===== src/rtl/pipe_ctrl_pkg.sv =====
// Shared types and constants for the RV32I pipeline stall/flush/halt controller.
// The step state is only reachable when PIPE_CTRL_SINGLE_STEP_EN is defined.
package pipe_ctrl_pkg;

  localparam int unsigned CNT_W_DEFAULT = 32;
  localparam logic [4:0]  REG_ZERO      = 5'd0;

  typedef enum logic [1:0] {
    ST_RUN,
    ST_HALTED,
    ST_RELEASE,
    ST_STEP
  } state_t;

  typedef struct packed {
    logic pc_stop;
    logic ifid_stop;
    logic ifid_nop;
    logic idex_stop;
    logic idex_nop;
    logic exmem_stop;
    logic memwb_stop;
  } ctrl_t;

  // Whole-pipe hold: every stage register keeps its contents, no bubbles.
  function automatic ctrl_t ctrl_freeze();
    ctrl_t c;
    c            = '0;
    c.pc_stop    = 1'b1;
    c.ifid_stop  = 1'b1;
    c.idex_stop  = 1'b1;
    c.exmem_stop = 1'b1;
    c.memwb_stop = 1'b1;
    return c;
  endfunction

  // Taken branch: squash the two wrong-path instructions behind EX.
  function automatic ctrl_t ctrl_flush();
    ctrl_t c;
    c          = '0;
    c.ifid_nop = 1'b1;
    c.idex_nop = 1'b1;
    return c;
  endfunction

  // Load-use: hold PC and IF/ID, bubble into EX, let the load move on.
  function automatic ctrl_t ctrl_load_use();
    ctrl_t c;
    c           = '0;
    c.pc_stop   = 1'b1;
    c.ifid_stop = 1'b1;
    c.idex_nop  = 1'b1;
    return c;
  endfunction

endpackage


===== src/rtl/hazard_detect.sv =====
// Combinational load-use hazard compare between the ID operands and the EX load.
module hazard_detect
  import pipe_ctrl_pkg::*;
(
  input  logic [4:0] i_id_rs1,
  input  logic [4:0] i_id_rs2,
  input  logic       i_id_use_rs1,
  input  logic       i_id_use_rs2,
  input  logic       i_ex_mem_read,
  input  logic [4:0] i_ex_rd,
  output logic       o_load_use_hazard
);

  logic w_rs1_match;
  logic w_rs2_match;
  logic w_rd_live;

  assign w_rd_live   = i_ex_mem_read & (i_ex_rd != REG_ZERO);
  assign w_rs1_match = i_id_use_rs1 & (i_id_rs1 == i_ex_rd);
  assign w_rs2_match = i_id_use_rs2 & (i_id_rs2 == i_ex_rd);

  assign o_load_use_hazard = w_rd_live & (w_rs1_match | w_rs2_match);

endmodule


===== src/rtl/pipeline_ctrl.sv =====
// Stall/flush/halt scheduler for the 5-stage RV32I pipeline, plus debug counters.
// Optional single-step from halt: define PIPE_CTRL_SINGLE_STEP_EN.
module pipeline_ctrl
  import pipe_ctrl_pkg::*;
#(
  parameter int unsigned CNT_W = CNT_W_DEFAULT
) (
  input  logic             clk,
  input  logic             rst,
  input  logic [4:0]       id_rs1,
  input  logic [4:0]       id_rs2,
  input  logic             id_use_rs1,
  input  logic             id_use_rs2,
  input  logic             ex_mem_read,
  input  logic [4:0]       ex_rd,
  input  logic             ex_branch_taken,
  input  logic             mem_busy,
  input  logic             wb_ebreak,
  input  logic             wb_nop,
  input  logic             resume,
  input  logic             step,
  output logic             pc_stop,
  output logic             ifid_stop,
  output logic             ifid_nop,
  output logic             idex_stop,
  output logic             idex_nop,
  output logic             exmem_stop,
  output logic             memwb_stop,
  output logic             halted,
  output logic [CNT_W-1:0] cycle_cnt,
  output logic [CNT_W-1:0] instret_cnt
);

  state_t           r_state;
  state_t           w_next_state;
  ctrl_t            w_ctrl;
  logic             w_load_use;
  logic             w_halt_entry;
  logic [CNT_W-1:0] r_cycle_cnt;
  logic [CNT_W-1:0] r_instret_cnt;

`ifndef PIPE_CTRL_SINGLE_STEP_EN
  logic w_step_unused;
  assign w_step_unused = step;
`endif

  hazard_detect u_hazard_detect (
    .i_id_rs1          (id_rs1),
    .i_id_rs2          (id_rs2),
    .i_id_use_rs1      (id_use_rs1),
    .i_id_use_rs2      (id_use_rs2),
    .i_ex_mem_read     (ex_mem_read),
    .i_ex_rd           (ex_rd),
    .o_load_use_hazard (w_load_use)
  );

  // Only RUN honours ebreak; RELEASE/STEP must let the resident ebreak retire.
  assign w_halt_entry = (r_state == ST_RUN) & wb_ebreak & ~wb_nop;

  always_ff @(posedge clk or posedge rst) begin
    if (rst) begin
      r_state <= ST_RUN;
    end else begin
      r_state <= w_next_state;
    end
  end

  always_comb begin
    w_next_state = r_state;
    w_ctrl       = '0;

    case (r_state)
      ST_RUN: begin
        if (w_halt_entry) begin
          w_next_state = ST_HALTED;
        end
      end
      ST_HALTED: begin
        if (resume) begin
          w_next_state = ST_RELEASE;
        end
`ifdef PIPE_CTRL_SINGLE_STEP_EN
        else if (step) begin
          w_next_state = ST_STEP;
        end
`endif
      end
      ST_RELEASE: begin
        w_next_state = ST_RUN;
      end
`ifdef PIPE_CTRL_SINGLE_STEP_EN
      ST_STEP: begin
        w_next_state = ST_HALTED;
      end
`endif
      default: begin
        w_next_state = ST_RUN;
      end
    endcase

    if ((r_state == ST_HALTED) || w_halt_entry || mem_busy) begin
      w_ctrl = ctrl_freeze();
    end else if (ex_branch_taken) begin
      w_ctrl = ctrl_flush();
    end else if (w_load_use) begin
      w_ctrl = ctrl_load_use();
    end
  end

  always_ff @(posedge clk or posedge rst) begin
    if (rst) begin
      r_cycle_cnt   <= '0;
      r_instret_cnt <= '0;
    end else begin
      if (r_state != ST_HALTED) begin
        r_cycle_cnt <= r_cycle_cnt + CNT_W'(1);
      end
      if (!wb_nop && !w_ctrl.memwb_stop) begin
        r_instret_cnt <= r_instret_cnt + CNT_W'(1);
      end
    end
  end

  assign pc_stop     = w_ctrl.pc_stop;
  assign ifid_stop   = w_ctrl.ifid_stop;
  assign ifid_nop    = w_ctrl.ifid_nop;
  assign idex_stop   = w_ctrl.idex_stop;
  assign idex_nop    = w_ctrl.idex_nop;
  assign exmem_stop  = w_ctrl.exmem_stop;
  assign memwb_stop  = w_ctrl.memwb_stop;
  assign halted      = (r_state == ST_HALTED);
  assign cycle_cnt   = r_cycle_cnt;
  assign instret_cnt = r_instret_cnt;

endmodule


===== config.mk =====
export PLATFORM = sky130hd
export DESIGN_NAME = pipeline_ctrl
export DESIGN_NICKNAME = d
export VERILOG_FILES = /design/src/rtl/pipe_ctrl_pkg.sv /design/src/rtl/hazard_detect.sv /design/src/rtl/pipeline_ctrl.sv
export SDC_FILE = /design/constraint.sdc
export NUM_CORES = 1
export LEC_CHECK = 0
export CORE_ASPECT_RATIO = 0.6
export CORE_UTILIZATION = 29
export CTS_BUF_LIST = sky130_fd_sc_hd__clkbuf_4
export DETAILED_ROUTE_END_ITERATION = 12
export GPL_TIMING_DRIVEN = 0
export PLACE_DENSITY = 0.58
export SLEW_MARGIN = 20
export SYNTH_ARGS = -nofsm -noshare
export SYNTH_HDL_FRONTEND = slang
export SYNTH_SLANG_ARGS = --single-unit

===== constraint.sdc =====
create_clock -name clk -period 2.6 [get_ports clk]
set_clock_uncertainty 0.15 [all_clocks]
set_input_delay 0.52 -clock clk [delete_from_list [all_inputs] [get_ports clk]]
set_output_delay 0.52 -clock clk [all_outputs]
set_load 0.005 [all_outputs]

== Yosys cells after proc, flatten, opt, wreduce, memory -nomap -nowiden ==
Index checks and enable logic that the tools add are counted.
W data, S select, Z words.
Storage, ports and cells
  logic and storage cells: 33
  output and inout bits: 72
  register bits after elaboration: 66
  bits of input ports: 26
Cells by class
  eq/ne operators: 6
  reduce and logical (&&, ||, !) cells: 8
  mux-type cells: 6
  bitwise logic cells: 8
  add/sub/neg operators: 2
Operators by type and width (count)
  $add A32 B1 Y32 const B: 2
  $mux W7: 3
  $eq A5 B5 Y1: 2
  $and A1 B1 Y1: 6
  $reduce_bool A5 Y1: 1
  $mux W2: 2
  $ne A2 B2 Y1 const B: 2
  $pmux W2 S2: 1
  $eq A2 B1 Y1 const B: 1
  $logic_not A1 Y1: 2
  $logic_not A2 Y1: 1
  $logic_or A1 B1 Y1: 2
  $ne A2 B1 Y1 const B: 1
  $reduce_and A2 Y1: 1
  $logic_and A1 B1 Y1: 1
  $not A1 Y1: 1
  $or A1 B1 Y1: 1

== Logic depth before layout (Yosys ltp) ==
Gate-level depths: netlist (run 1).
  word-level depth: 9
  mapped depth: 6
  depth with buffers taken out: 6

== By module ==
Synthesis (run 1) repeated with hierarchy kept, for this count alone.
Second synthesis, totals
  cells, all modules: 287
  area, all modules: 3205.6 sq um
By module, submodules not included
  pipeline_ctrl: area each 3071.7 sq um, cells an instance 270, sequential area each 1651.6 sq um, times used 1
  hazard_detect: area each 133.9 sq um, cells an instance 17, sequential area each 0.0 sq um, times used 1

== Worst setup path before layout (run 1) ==
Ideal clock, no wire load.
  path type: input -> output
  start: in ex_rd[0]
  end: out pc_stop
  arrival: 1.673 ns
  cell stages on the path: 5
  required time: 1.930 ns
  path slack: 0.257 ns
  path buffers: 1
  path through: or4_1 o21ai_0 a21oi_1 a211o_1 buf_4
On the way
  cells in the longest elaborated chain, start to end: 7
  elaborated cells between the ends (all ways): 11
  those cells by class: eq/ne: 2; mux: 3; bitwise: 5; reduce/logical: 1
Ends and longest elaborated chain
  start, declared: line pipeline_ctrl.sv:15  | input logic [4:0] ex_rd,
  $eq A5 B5 Y1 (on tied branches): line hazard_detect.sv:19, hazard_detect.sv:20
  $and A1 B1 Y1 (on tied branches): line hazard_detect.sv:19, hazard_detect.sv:20
  $or A1 B1 Y1: line hazard_detect.sv:22  | assign o_load_use_hazard = w_rd_live & (w_rs1_match | w_rs2_match);
  $and A1 B1 Y1 *: line hazard_detect.sv:22
  $mux W7 *: line pipeline_ctrl.sv:105  | end else if (w_load_use) begin
  $mux W7 *: line pipeline_ctrl.sv:103  | end else if (ex_branch_taken) begin
  $mux W7 *: line pipeline_ctrl.sv:101  | if ((r_state == ST_HALTED) || w_halt_entry || mem_busy) begin
  end, declared: line pipeline_ctrl.sv:22  | output logic pc_stop,
Mark *: on every way between the ends. The rest lies on a longest branch, timed or not.

== Worst setup path after layout (run 1) ==
  start: in ex_rd[4]
  end: out pc_stop
The elaborated chain is that of the path after synthesis.

==> impl_metrics.env, run 1 <==
export IMPL_synthesis_area_sq_um=3190
export IMPL_cts_made_buffers=9
export IMPL_grt_pass1_wl_mm=12.6
export IMPL_dpl_hpwl_mm=5.63
export IMPL_synth_top_area_share_pct=51.8
export IMPL_hold_ws_ns=0.205
export IMPL_busiest_layer="met1"
export IMPL_clk_latency_ns=0.41
export IMPL_cp_slowest_cell="or4_4"
export IMPL_synth_nets=315
export IMPL_ys_ff_latch=66
export IMPL_final_area_sq_um=4540
export IMPL_startpoint="ex_rd[4]"
export IMPL_cpPeakStageDelay_ns=0.52
export IMPL_setup_viol=0
export IMPL_grt_overflow_total=0
export IMPL_netlist_instances=287
export IMPL_fin_nets=425
export IMPL_wirelength_mm=7.53
export IMPL_gp_congestion=0.782
export IMPL_grt_max_degree=57
export IMPL_crit_buf_inv=3
export IMPL_cts_tree="yes"
export IMPL_ios=98
export IMPL_dieArea_sq_um=11400
export IMPL_worstSetupEndpointType="primary output"
export IMPL_final_min_clock_period_ns=2.58
export IMPL_drtIter0Drc=102
export IMPL_startpoint_type="input port"
export IMPL_relSlewSlack_pct=56.8
export IMPL_grt_usage_pct=14.4
export IMPL_die_height_um=83.2
export IMPL_placed_cells=523
export IMPL_final_max_slew_violation_count=0
export IMPL_crit_required_ns=1.93
export IMPL_hold_violations=0
export IMPL_worstReg2RegStart="r_state[0]"
export IMPL_cts_sinks=66
export IMPL_vdd_drop_max_mv=0.408
export IMPL_crit_fanout=3
export IMPL_fp_coreArea_sq_um=10600
export IMPL_first_global_vias=2473
export IMPL_fp_dieW_um=137
export IMPL_synth_top_cells_by_count="66 x dfrtp_1, 43 x xnor2_1, 29 x xor2_1"
export IMPL_crit_path_cell_trace="buf_6 > or4_4 > o21ai_2 > a21oi_2 > a211o_1 > buf_6 > buf_6"
export IMPL_ant_nets=0
export IMPL_numPortBuffers=96
export IMPL_post_route_period_util_pct=99.1
export IMPL_vias=2502
export IMPL_tightest_slew_ns=0.643
export IMPL_powerDensity_nw_per_um2=562
export IMPL_h_tree_depth=3
export IMPL_path_class="input port to primary output"
export IMPL_arrival_ns=1.91
export IMPL_grt_use_met2_pct=18.8
export IMPL_maxCapViolations=0
export IMPL_rows=29
export IMPL_drc=0
export IMPL_grt_util_met3_pct=5.25
export IMPL_wl_per_cell_um=13.9
export IMPL_hold_buffers=0
export IMPL_placed_area_sq_um=4350
export IMPL_leakagePower_uw=0.00203
export IMPL_clock_root_buffer="clkbuf_4"
export IMPL_antenna_found_initial=1
export IMPL_synth_edf_count=0
export IMPL_fmax_mhz=388
export IMPL_clk_pin_slew_ns=0.11
export IMPL_synth_cell_type_count=37
export IMPL_drive_above_1_share_pct=14.4
export IMPL_synth_main_ff_cell="dfrtp_1"
export IMPL_ys_warn_count=0
export IMPL_syn_to_final_growth_pct=42.4
export IMPL_initial_core_util_pct=30.0
export IMPL_synth_area_leader_cell="dfrtp_1"
export IMPL_fillers=1007
export IMPL_seq_area_frac_synth_pct=51.8
export IMPL_min_path_type="input port to asynchronous set/reset pin"
export IMPL_fin_cells=542
export IMPL_crit_top_cell="buf_6"
export IMPL_grt_use_met1_pct=21.8
export IMPL_rsz0062_at_grt="false"
export IMPL_syn_avg_cell_area_sq_um=11.1
export IMPL_clk_path_buf_depth=2
export IMPL_outcome="finished clean"
export IMPL_synthArstFlopShare_pct=100
export IMPL_yosys_top_cells_area="dfrtp_1 52%, xnor2_1 12%, xor2_1 8.0%"
export IMPL_crit_family="compound AO/OA/AOI/OAI gates"
export IMPL_via_per_inst=4.62
export IMPL_synth_most_common_cell="dfrtp_1"
export IMPL_dr_pass1_iters=4
==> flip-flops by register name, summed over array words and instances (netlist names) <==
signal and flops:
cycle_cnt 32, instret_cnt 32, r_state 2
==> stage by stage <==
| step | power [uW] | setup TNS [ns] | utilization [%] | worst slack [ns] |
|---|---|---|---|---|
| after floorplan | 1490 | 0 | - | 0.257 |
| after global placement | 1800 | -67.89 | 40.7 | -0.987 |
| after detailed placement | 1810 | -2.99 | 41.0 | -0.782 |
| after CTS | 2610 | 0 | 42.6 | 0.00330 |
| after global routing | 2710 | 0 | 42.7 | 0.000643 |
| final | 2550 | 0 | 42.7 | 0.0222 |
==> repair_timing <==
item / CTS / global route
buffers inserted: 4 / 0
endpoints found under the setup margin: 7 / 6
pin swaps: 9 / 11
gates resized for setup: 48 / 18
==> kinds of logic after synthesis <==
| group | Yosys count | synth area share [%] |
|---|---|---|
| and+or+nand+nor | 124 | 23.6 |
| xor gates and xnor gates | 72 | 19.8 |
| DFF | 66 | 51.8 |
| buffers and inverters | 15 | 2.28 |
| AOI/OAI and AO/OA | 7 | 1.45 |
| adders and majority gates | 2 | 0.784 |
| muxes | 1 | 0.353 |
==> metal layers <==
| layer | up-vias | part of all wire (%) |
|---|---|---|
| met5 | - | 0 |
| met4 | 0 | 1.0 |
| met3 | 8 | 4.9 |
| met2 | 54 | 40 |
| met1 | 1230 | 54 |
| li1 | 1210 | - |
==> worst paths after layout <==
check | to | cells past startpoint | slack (ns)
max in group asynchronous | r_state[0] | 3 | 1.55
setup / recovery | pc_stop | 7 | 0.02
min in group clk | instret_cnt[31] | 1 | 0.32
hold / removal | instret_cnt[7] | 2 | 0.20
setup reg to reg | instret_cnt[27] | 6 | 0.47
hold reg to reg | instret_cnt[31] | 1 | 0.32
==> final cells by class <==
| type | instances | area, sq um | share of cell area (%) |
|---|---|---|---|
| sequential | 66 | 1650 | 36.4 |
| buffer | 5 | 31.3 | 0.689 |
| multi-input combinational | 206 | 1490 | 32.9 |
| antenna | 1 | 2.50 | 0.0551 |
| clock inverter | 7 | 93.8 | 2.07 |
| inverter | 9 | 36.3 | 0.799 |
| timing repair buffer | 100 | 990 | 21.8 |
| clock buffer | 9 | 67.6 | 1.49 |
| tap | 139 | 174 | 3.83 |
==> power by group <==
part / internal [uW] / total, uW / switching (uW)
Combinational: 327 / 532 / 205
Clock: 388 / 767 / 379
Sequential: 1120 / 1250 / 134
Total: 1830 / 2550 / 719
==> cells in the final DEF (no fill, tap or decap), types with 8 or more instances in the layout <==
master,synthesis,layout
nand3_1,27,27
nand2_1,21,21
dfrtp_1,66,65
nor3_1,8,8
clkdlybuf4s50_1,0,74
xnor2_1,43,43
and3_1,11,11
xor2_1,29,29
nand4_1,14,14
clkbuf_4,0,9
nor2_1,15,15
Note: power is estimated with default switching activity, not from simulation.
==> inputs of run 2 (changes only) <==
--- a/config.mk
+++ b/config.mk
@@ -6,6 +6,7 @@
 export NUM_CORES = 1
 export LEC_CHECK = 0
 export CORE_ASPECT_RATIO = 0.6
+export CORE_MARGIN = 4
 export CORE_UTILIZATION = 29
 export CTS_BUF_LIST = sky130_fd_sc_hd__clkbuf_4
 export DETAILED_ROUTE_END_ITERATION = 12
==> constraint.sdc (replaced) <==
create_clock -name clk -period 3.3 [get_ports clk]
set_clock_uncertainty 0.15 [all_clocks]
set_input_delay 0.66 -clock clk [delete_from_list [all_inputs] [get_ports clk]]
set_output_delay 0.66 -clock clk [all_outputs]
set_load 0.005 [all_outputs]
==> impl_metrics.env, run 2 (synthesis results as in run 1) <==
export IMPL_cts_tree="yes"
export IMPL_fp_dieW_um=143
export IMPL_fmax_mhz=314
export IMPL_vias=2528
export IMPL_placed_area_sq_um=4350
export IMPL_arrival_ns=2.37
export IMPL_fin_cells=542
export IMPL_clkPwrFrac_pct=26.7
export IMPL_drtIter0Drc=88
export IMPL_syn_to_final_growth_pct=40.9
export IMPL_cts_made_buffers=9
export IMPL_mostFrequentLayoutCell="clkdlybuf4s50_1"
export IMPL_seqPwrFrac_pct=51.6
export IMPL_clock_root_buffer="clkbuf_4"
export IMPL_initial_core_util_pct=29.9
export IMPL_pwr_share_comb_pct=21.7
export IMPL_final_area_sq_um=4490
export IMPL_numPortBuffers=96
export IMPL_vdd_drop_max_mv=0.314
export IMPL_internal_power_uw=1360
export IMPL_dpl_hpwl_mm=6.12
export IMPL_clk_latency_ns=0.41
export IMPL_crit_family="buffers and inverters"
export IMPL_final_max_slew_violation_count=0
export IMPL_gp_congestion=0.771
export IMPL_grt_pass1_wl_mm=13.3
export IMPL_cp_slowest_cell="or4_1"
export IMPL_rows=29
export IMPL_post_route_period_util_pct=96.4
export IMPL_fillers=1041
export IMPL_drive_above_1_share_pct=10.2
export IMPL_h_tree_depth=3
export IMPL_crit_top_cell="dlygate4sd2_1"
export IMPL_final_min_clock_period_ns=3.18
export IMPL_fp_coreArea_sq_um=10700
export IMPL_path_class="input port to primary output"
export IMPL_die_height_um=89.2
export IMPL_grt_usage_pct=13.4
export IMPL_cpPeakStageDelay_ns=0.54
export IMPL_ant_nets=0
export IMPL_startpoint_type="input port"
export IMPL_hold_buffers=0
export IMPL_setup_viol=0
export IMPL_via_per_inst=4.66
export IMPL_crit_required_ns=2.49
export IMPL_relSlewSlack_pct=57.4
export IMPL_min_path_type="flip-flop to flip-flop"
export IMPL_wirelength_mm=8.07
export IMPL_grt_overflow_total=0
export IMPL_placed_cells=523
export IMPL_fin_setup_tns_ns=0
export IMPL_first_global_vias=2504
export IMPL_drc=0
export IMPL_hold_violations=0
export IMPL_clk_path_buf_depth=2
export IMPL_worstSetupEndpointType="primary output"
export IMPL_hold_ws_ns=0.322
export IMPL_wl_per_cell_um=14.9
export IMPL_tightest_slew_ns=0.634
export IMPL_crit_fanout=3
export IMPL_maxCapViolations=0
export IMPL_rsz0062_at_grt="false"
export IMPL_leakagePower_uw=0.00199
export IMPL_dieArea_sq_um=12800
export IMPL_swShare_pct=29.3
export IMPL_antenna_found_initial=1
export IMPL_crit_buf_inv=3
export IMPL_fin_nets=425
export IMPL_final_cell_mix="87 x clkdlybuf4s50_1, 66 x dfrtp_1, 43 x xnor2_1, 29 x xor2_1, 27 x nand3_1"
export IMPL_grt_max_degree=39
export IMPL_outcome="finished clean"
export IMPL_ios=98
export IMPL_p_sw_uw=564
export IMPL_dr_pass1_iters=4
export IMPL_clk_pin_slew_ns=0.10
export IMPL_cts_sinks=66
export IMPL_crit_path_cell_trace="dlygate4sd2_1 > or4_1 > o21ai_2 > a21oi_2 > a211o_1 > buf_4 > dlygate4sd2_1"
export IMPL_powerDensity_nw_per_um2=429
-- run 2: power groups by stage --
stage               Sequential (uW)  Clock (uW)  Combinational, uW
CTS                             993         539                424
detailed placement             1010           0                423
floorplan                       991           0                179
global route                   1010         579                459
finish                          994         514                419
global placement               1010           0                414
-- run 2: cell type report --
| class | instances | area, sq um | area share, % |
|---|---|---|---|
| Sequential cell | 66 | 1650 | 36.7 |
| Multi-Input combinational cell | 206 | 1480 | 32.9 |
| Timing Repair Buffer | 99 | 985 | 21.9 |
| Tap cell | 139 | 174 | 3.87 |
| Clock buffer | 9 | 67.6 | 1.50 |
| Clock inverter | 7 | 60.1 | 1.34 |
| Buffer | 6 | 38.8 | 0.863 |
| Inverter | 9 | 36.3 | 0.807 |
| Antenna cell | 1 | 2.50 | 0.0557 |
-- run 2: worst paths after layout --
check | depth (start not counted) | from | slack [ns] | to
max in group asynchronous | 3 | rst | 1.98 | cycle_cnt[9]
setup reg to reg | 5 | cycle_cnt[13] | 1.21 | cycle_cnt[26]
hold / removal | 1 | r_state[1] | 0.32 | r_state[0]
min in group asynchronous | 2 | rst | 0.48 | instret_cnt[21]
hold reg to reg | 1 | r_state[1] | 0.32 | r_state[0]
setup / recovery | 7 | ex_rd[0] | 0.12 | ifid_stop
-- run 2: through the flow --
stage | utilization [%] | total power (uW) | worst slack (ns)
after detailed placement | 40.7 | 1430 | -0.343
after floorplan | - | 1170 | 0.677
after global placement | 40.5 | 1420 | -0.417
after CTS | 42.0 | 1960 | 0.0342
after global routing | 42.1 | 2050 | 0.0464
final | 42.1 | 1930 | 0.120
-- run 2: repair_timing --
| item | CTS | global route |
|---|---|---|
| pin swaps | 5 | 4 |
| endpoints found under the setup margin | 3 | 1 |
| gates resized for setup | 11 | 4 |
| setup buffers | 1 | 1 |
-- run 2: per-layer routing --
| layer | track usage, % | vias up | part of all wire [%] |
|---|---|---|---|
| met2 | 17.3 | 62 | 40 |
| met4 | 3.08 | 0 | 0.97 |
| met5 | 0 | - | 0 |
| met3 | 4.65 | 9 | 5.4 |
| li1 | - | 1208 | - |
| met1 | 21.0 | 1249 | 54 |
